--- config.mk ---
export PLATFORM = sky130hd
export DESIGN_NAME = eth_frame_rx
export DESIGN_NICKNAME = d
export VERILOG_FILES = /design/src/rtl/eth_frame_rx.sv
export SDC_FILE = /design/constraint.sdc
export NUM_CORES = 1
export LEC_CHECK = 0
export CAP_MARGIN = 10
export CORE_ASPECT_RATIO = 1.2
export CORE_UTILIZATION = 50
export DETAILED_ROUTE_END_ITERATION = 8
export PLACE_DENSITY = 0.69
export SLEW_MARGIN = 20
export SYNTH_ARGS = -nofsm -noshare
export SYNTH_HDL_FRONTEND = slang
export SYNTH_SLANG_ARGS = --single-unit
--- constraint.sdc ---
create_clock -name clk -period 4.4 [get_ports clk]
set_input_delay 0.88 -clock clk [delete_from_list [all_inputs] [get_ports clk]]
set_output_delay 0.88 -clock clk [all_outputs]
set_load 0.03 [all_outputs]
--- src/rtl/eth_frame_rx.sv ---
// RMII receive framer: finds preamble+SFD, packs dibits LSB-first into bytes for the packet
// buffer RAM, and reports length/FCS/alignment status once per frame at end of carrier.
//
//  state  | meaning
//  -------+-----------------------------------------------------------
//  S_HUNT | counting 2'b01 preamble dibits, waiting for a qualified SFD
//  S_DATA | packing bytes, writing RAM, running CRC until done_in
module eth_frame_rx #(
    parameter int RAM_SIZE            = 2048,
    parameter int MAX_FRAME_LEN       = 1522,
    parameter int MIN_FRAME_LEN       = 64,
    parameter int PREAMBLE_MIN_DIBITS = 8,
    localparam int AW                 = $clog2(RAM_SIZE)
) (
    input  logic          clk,
    input  logic          reset_n,
    input  logic          inclk,
    input  logic [1:0]    in,
    input  logic          done_in,
    input  logic [AW-1:0] base_addr,
    output logic          write_req,
    output logic [AW-1:0] write_addr,
    output logic [7:0]    write_val,
    output logic          busy,
    output logic          frame_done,
    output logic [10:0]   frame_len,
    output logic          frame_ok,
    output logic [2:0]    err
);

    localparam logic [31:0] CRC_RESIDUE = 32'hDEBB20E3;

    typedef enum logic {S_HUNT, S_DATA} state_t;

    state_t        state, state_nx;
    logic          rst_meta, rst_sync_n;
    logic [3:0]    pre_cnt;
    logic [AW-1:0] base_lat;
    logic [10:0]   byte_cnt, cnt_nx;
    logic [1:0]    dibit_idx, idx_nx;
    logic [7:0]    shreg, byte_full;
    logic [31:0]   crc, crc_nx;
    logic          len_flag, len_flag_nx;
    logic          sfd_hit, byte_done, byte_keep;

    function automatic logic [31:0] crc_upd(input logic [31:0] c, input logic [7:0] d);
        logic [31:0] r;
        r = c;
        for (int i = 0; i < 8; i++)
            r = (r[0] ^ d[i]) ? ((r >> 1) ^ 32'hEDB88320) : (r >> 1);
        return r;
    endfunction

    // Reset asserts immediately but releases on a clock edge.
    always_ff @(posedge clk or negedge reset_n) begin
        if (!reset_n) begin
            rst_meta   <= 1'b0;
            rst_sync_n <= 1'b0;
        end else begin
            rst_meta   <= 1'b1;
            rst_sync_n <= rst_meta;
        end
    end

    always_ff @(posedge clk or negedge rst_sync_n) begin
        if (!rst_sync_n) state <= S_HUNT;
        else             state <= state_nx;
    end

    // Next-byte values include a byte completed in the done_in cycle itself.
    always_comb begin
        state_nx    = state;
        sfd_hit     = (state == S_HUNT) && inclk && (in == 2'b11) &&
                      (pre_cnt >= 4'(PREAMBLE_MIN_DIBITS));
        byte_done   = (state == S_DATA) && inclk && (dibit_idx == 2'd3);
        byte_full   = {in, shreg[7:2]};
        byte_keep   = byte_done && (byte_cnt < 11'(MAX_FRAME_LEN));
        crc_nx      = byte_done ? crc_upd(crc, byte_full) : crc;
        cnt_nx      = byte_keep ? byte_cnt + 11'd1 : byte_cnt;
        len_flag_nx = len_flag | (byte_done & ~byte_keep);
        idx_nx      = inclk ? dibit_idx + 2'd1 : dibit_idx;
        case (state)
            S_HUNT: if (sfd_hit) state_nx = S_DATA;
            S_DATA: if (done_in) state_nx = S_HUNT;
            default: state_nx = S_HUNT;
        endcase
    end

    always_ff @(posedge clk or negedge rst_sync_n) begin
        if (!rst_sync_n) begin
            pre_cnt    <= '0;
            base_lat   <= '0;
            byte_cnt   <= '0;
            dibit_idx  <= '0;
            shreg      <= '0;
            crc        <= '1;
            len_flag   <= 1'b0;
            write_req  <= 1'b0;
            write_addr <= '0;
            write_val  <= '0;
            busy       <= 1'b0;
            frame_done <= 1'b0;
            frame_len  <= '0;
            frame_ok   <= 1'b0;
            err        <= '0;
        end else begin
            write_req  <= 1'b0;
            frame_done <= 1'b0;
            if (state == S_HUNT) begin
                if (sfd_hit) begin
                    base_lat  <= base_addr;
                    byte_cnt  <= '0;
                    dibit_idx <= '0;
                    crc       <= '1;
                    len_flag  <= 1'b0;
                    busy      <= 1'b1;
                    pre_cnt   <= '0;
                end else if (done_in) begin
                    pre_cnt <= '0;
                end else if (inclk) begin
                    if (in == 2'b01) pre_cnt <= (pre_cnt == 4'hF) ? pre_cnt : pre_cnt + 4'd1;
                    else             pre_cnt <= '0;
                end
            end else begin
                if (inclk) begin
                    shreg     <= byte_full;
                    dibit_idx <= idx_nx;
                end
                if (byte_keep) begin
                    write_req  <= 1'b1;
                    write_addr <= base_lat + AW'(byte_cnt);
                    write_val  <= byte_full;
                end
                byte_cnt <= cnt_nx;
                crc      <= crc_nx;
                len_flag <= len_flag_nx;
                if (done_in) begin
                    frame_done <= 1'b1;
                    frame_len  <= cnt_nx;
                    err        <= {idx_nx != 2'd0,
                                   len_flag_nx | (cnt_nx < 11'(MIN_FRAME_LEN)),
                                   crc_nx != CRC_RESIDUE};
                    frame_ok   <= (idx_nx == 2'd0) && !len_flag_nx &&
                                  (cnt_nx >= 11'(MIN_FRAME_LEN)) && (crc_nx == CRC_RESIDUE);
                    busy       <= 1'b0;
                    pre_cnt    <= '0;
                end
            end
        end
    end

endmodule

After elaboration in Yosys (flattened, before gate mapping) --
Cells that the tools add are included.
Word-level totals: register bits 109
Cells by class: add/sub/neg operators 4, $lt $le $gt $ge 4, equal/unequal tests 9, mux-type cells 37, bitwise gates (word level) 21, reduce and logical (&&, ||, !) cells 21
Operators with widths (count):
- two-way mux 32 bit | 11
- inverter 13 -> 14 bit | 8
- two-way mux 11 bit | 3
- equality test 32 bit, second input constant | 1
- != test 32 bit, second input constant | 1
- two-way mux 4 bit | 7
- AND reduction 2 bit | 6
- adder 11 x 1 -> 11 bit, second input constant | 1
- adder 11 bit | 1
- greater-or-equal comparator 11 x 7 -> 1 bit, second input constant | 1
- < comparator 11 bit, second input constant | 1
- < comparator 11 x 7 -> 1 bit, second input constant | 1
- two-way mux 1 bit | 11
- logical AND 1 bit | 9
- two-way mux 2 bit | 4
- bitwise XOR 1 bit | 8
- adder 4 x 1 -> 4 bit, second input constant | 1
- equality test 2 bit, second input constant | 2
- equality test 4 bit, second input constant | 1
- greater-or-equal comparator 4 bit, second input constant | 1
- != test 2 bit, second input constant | 2
- != test 4 bit, second input constant | 1
- nonzero test 2 bit | 2
- AND reduction 3 bit | 1
- 9 further kinds | 11

Longest topological paths before layout --
depth after elaboration 19, gate-level depth with buffers 11, mapped depth without buffers 11

Worst setup path before layout --
Ideal clock, no wire load.
path kind input to register, start input in[1], end register frame_ok, library setup time 0.067 ns, arrival time 3.012 ns, required time 4.333 ns, path slack 1.321 ns, cell stages on the path 9, buffers on the path 1, cell sequence buf_4 > xor2_4 > xor2_4 > xnor3_1 > o21a_1 > nor4b_2 > o2111ai_1 > nor4b_2 > a32o_1
On the way: cells in the longest elaborated chain, start to end 5
RTL lines:
- start, declared | line 18 | input logic [1:0] in,
- bitwise XOR 1 bit | line 50 | r = (r[0] ^ d[i]) ? ((r >> 1) ^ 32'hEDB88320) : (r >> 1);
- two-way mux 32 bit | line 50
- two-way mux 32 bit | line 78 | crc_nx = byte_done ? crc_upd(crc, byte_full) : crc;
- equality test 32 bit | line 144 | (cnt_nx >= 11'(MIN_FRAME_LEN)) && (crc_nx == CRC_RESIDUE);
- logical AND 1 bit | line 144
- end signal, assigned | line 143 | frame_ok <= (idx_nx == 2'd0) && !len_flag_nx &&
- end, declared | line 27 | output logic frame_ok,
Every way passes these cells. A chain may end at the register's enable or synchronous reset.

Worst setup path in the final report --
Same ends and word-level chain as after synthesis.

==> summary.txt <==
Hold path
  • Worst Hold End: rst_sync_n$_DFF_PN0_
  • Hold path startpoint: rst_meta$_DFF_PN0_
  • Min-delay worst type: reg -> reg
  • Min-Delay Path Depth: 0

CTS
  • CTS H-tree depth: 3
  • Post-CTS Setup Bufs: 0
  • CTS tree: done
  • Clk buf depth: 2
  • CTS buffer count: 9
  • Root Buffer: clkbuf_16
  • CTS Hold Bufs: 0
  • Clock slew at reported path FFs: 0.07 ns
  • Cts repair resizes: 0
  • Worst-Skew Late Latency: 0.36 ns
  • CTS Sinks: 107

Power and ir drop
  • PwrDens: 322 nW/um^2
  • VDD IR max: 218 uV
  • Lkg Pwr: 3.17 nW

Layout
  • Fill count: between 1,000 and 1,500
  • Layout cells sized above 1: 13.2%
  • Layout Nets: 725
  • Ant diodes: 0
  • Commonest non-fill, non-tap cell in the layout: nand2_1
  • Util after Layout: around 59%
  • Most frequent cells in the layout: nand2_1, dfrtp_1, o21ai_0
  • P&R area growth vs syn: 15.5%
  • Final Non-Filler Cells: 859
  • Final instance area: 7170 sq um

Routing
  • Starting DRT DRC Count: 286
  • Routed len/inst: 17.5 um
  • DRC: 0
  • Detailed-route via count: 4,750
  • Final WL: 15,000 um
  • Vias per cell: 5.53
  • TritonRoute pass-1 iters: 5
  • Post-route antenna net violation count: 0

Yosys
  • Largest area contributor in the netlist: dfrtp_1
  • Top cells by area, synth: dfrtp_1, dfstp_2, nand2_1
  • #FFs+latches synth: 107
  • Post-synth cell types: 65
  • Synthesized area: 6210 sq um
  • Syn Nets: 682
  • Synth Area per Inst: ~9.6 sq um
  • Yosys warns: 0
  • Sequential element share of the synthesized area: 43.7%
  • Top cell type's share of synthesized area: 30.2%
  • Post-synth ARST share: 100%
  • EDFF count, synth: 0
  • Synthesized instance count: 650
  • Top FF cell, synth: dfrtp_1

STA
  • Rel. slew slack: 50.4%
  • RSZ-0062 raised after global routing: no
  • Fin. Hold Viols: 0
  • Fin Setup TNS: 0 ns
  • Worst-Margin Slew: 0.744 ns
  • Fin. max-slew vios: 0
  • Layout Skew: 0.00888 ns
  • WHS: 0.365 ns
  • Crit path time final: 3.68 ns
  • Final critical-path share of the clock period: 83.6%
  • Fmax: 272 MHz
  • # setup viols final: 0

Setup path
  • Worst r2r path cells: 8
  • CP endpoint kind: flop
  • Crit path max fanout: 8
  • Worst R2R End: frame_ok$_DFFE_PN0P_
  • Worst endpoint required time: 4.70 ns
  • Worst R2R Start: crc[0]$_DFFE_PN1P_
  • Startpoint Class: input pin
  • Reg2Reg Setup Slack: 1.09 ns
  • WS Path Type: in -> reg
  • Critical Path AT: 3.98 ns

GRT
  • Initial antenna violation count: 0
  • GR Overflow Total: 0
  • Tot GR Track Use: between 20% and 30%
  • First-pass GRT wire length: 25,300 um
  • Vias in the first global route: between 4,000 and 5,000
  • Largest net degree at the start of global routing: 61

Floorplan
  • I/O pin cnt: 54
  • Die ar.: about 13,000 sq um
  • Initial Utilization: 51.3%
  • Die extent in y: 124 um
  • Chip width: 104 um
  • Core area: 12,100 sq um
  • Row Count: 44

Placement
  • I/O Buffers: 53
  • Placed Area: 6850 sq um
  • Placed insts: about 840
  • Gpl congestion: 0.910
  • DP HPWL: 11,000 um

Run
  • Max_cap viols: 0

Outcome
  • Status: complete, no violations
[per-layer routing]
metal  up-vias  GRT usage, %  wire length, um
li1       2297             -                -
met1      2307          30.4             6180
met2       113          47.3             7800
met3        33          4.03              518
met4         0          11.9              508
met5         -             0                0
[registers in the layout, summed over array words and instances (netlist names)]
name        flops
frame_len      11
shreg           6
write_addr     11
rst_meta        1
busy            1
err             3
len_flag        1
crc            32
byte_cnt       11
write_val       8
frame_ok        1
state           1
pre_cnt         4
write_req       1
frame_done      1
dibit_idx       2
rst_sync_n      1
base_lat       11
[stage by stage]
stage / total power, mW / setup WS [ns]
floorplan: 1.34 / 1.25
global placement: 1.43 / 0.366
detailed placement: 1.44 / 0.348
CTS: 2.33 / 0.723
global route: 2.41 / 0.518
finish: 2.31 / 0.723
[report_power, final]
part	switching, mW	internal [mW]	leakage [nW]	total, mW
Combinational	0.182	0.170	1.68	0.352
Clock	0.386	0.505	0.151	0.891
Sequential	0.0521	1.02	1.34	1.07
Total	0.620	1.69	3.17	2.31
[synthesized netlist by cell type, drive strengths merged (2+ instances only)]
| cell | n |
|---|---|
| o21ai | 68 |
| o211ai | 4 |
| xor2 | 26 |
| and3 | 10 |
| dfstp | 32 |
| dfrtp | 75 |
| o31ai | 3 |
| nand4b | 2 |
| inv | 17 |
| nor4b | 3 |
| nor3 | 10 |
| nand2b | 2 |
| a2111oi | 2 |
| or3 | 3 |
| ha | 14 |
| a32o | 2 |
| clkbuf | 27 |
| mux2 | 6 |
| mux2i | 9 |
| nand3 | 12 |
| a31oi | 6 |
| o22ai | 5 |
| a21o | 3 |
| nand4 | 6 |
| nand2 | 136 |
| xnor2 | 52 |
| xnor3 | 9 |
| buf | 5 |
| o22a | 2 |
| a21oi | 36 |
| nor2 | 43 |
[cell type report]
class                      instances  area (sq um)  share of cell area, %
clock buffer                      10           229                   3.19
multi-input combinational        493          3240                   45.2
timing repair buffer              65           621                   8.65
sequential                       107          2720                   37.9
inverter                          17          63.8                  0.890
clock inverter                     6          95.1                   1.33
tap                              161           201                   2.81
[how the worst max path moves through the flow]
| stage | depth (start not counted) | startpoint | endpoint |
|---|---|---|---|
| final | 9 | in[1] | frame_ok$_DFFE_PN0P_ |
| after CTS | 9 | in[1] | frame_ok$_DFFE_PN0P_ |
| after detailed placement | 9 | in[1] | frame_ok$_DFFE_PN0P_ |
| after floorplan | 0 | rst_sync_n$_DFF_PN0_ | base_lat[0]$_DFFE_PN0P_ |
| after global routing | 9 | in[1] | frame_ok$_DFFE_PN0P_ |
| after global placement | 9 | in[1] | frame_ok$_DFFE_PN0P_ |
[critical path: stages]
cell and delay [ns]:
clkdlybuf4s50_1 0.61, xor2_4 0.44, xnor2_1 0.20, xnor2_1 0.38, nand2_1 0.09, a2111oi_1 0.56, o2111ai_1 0.22, nor4b_2 0.39
a32o_1 0.21
[kinds of logic after synthesis]
family | after synthesis | share of synthesized area, %
AOI/OAI and AO/OA | 141 | 13.2
and+or+nand+nor | 234 | 16.5
DFF | 107 | 43.7
muxes | 15 | 2.54
other | 1 | 0.0604
xor gates and xnor gates | 87 | 16.7
buffers and inverters | 50 | 4.11
adders and majority gates | 15 | 3.14
Note: power is estimated with default switching activity, not from simulation.
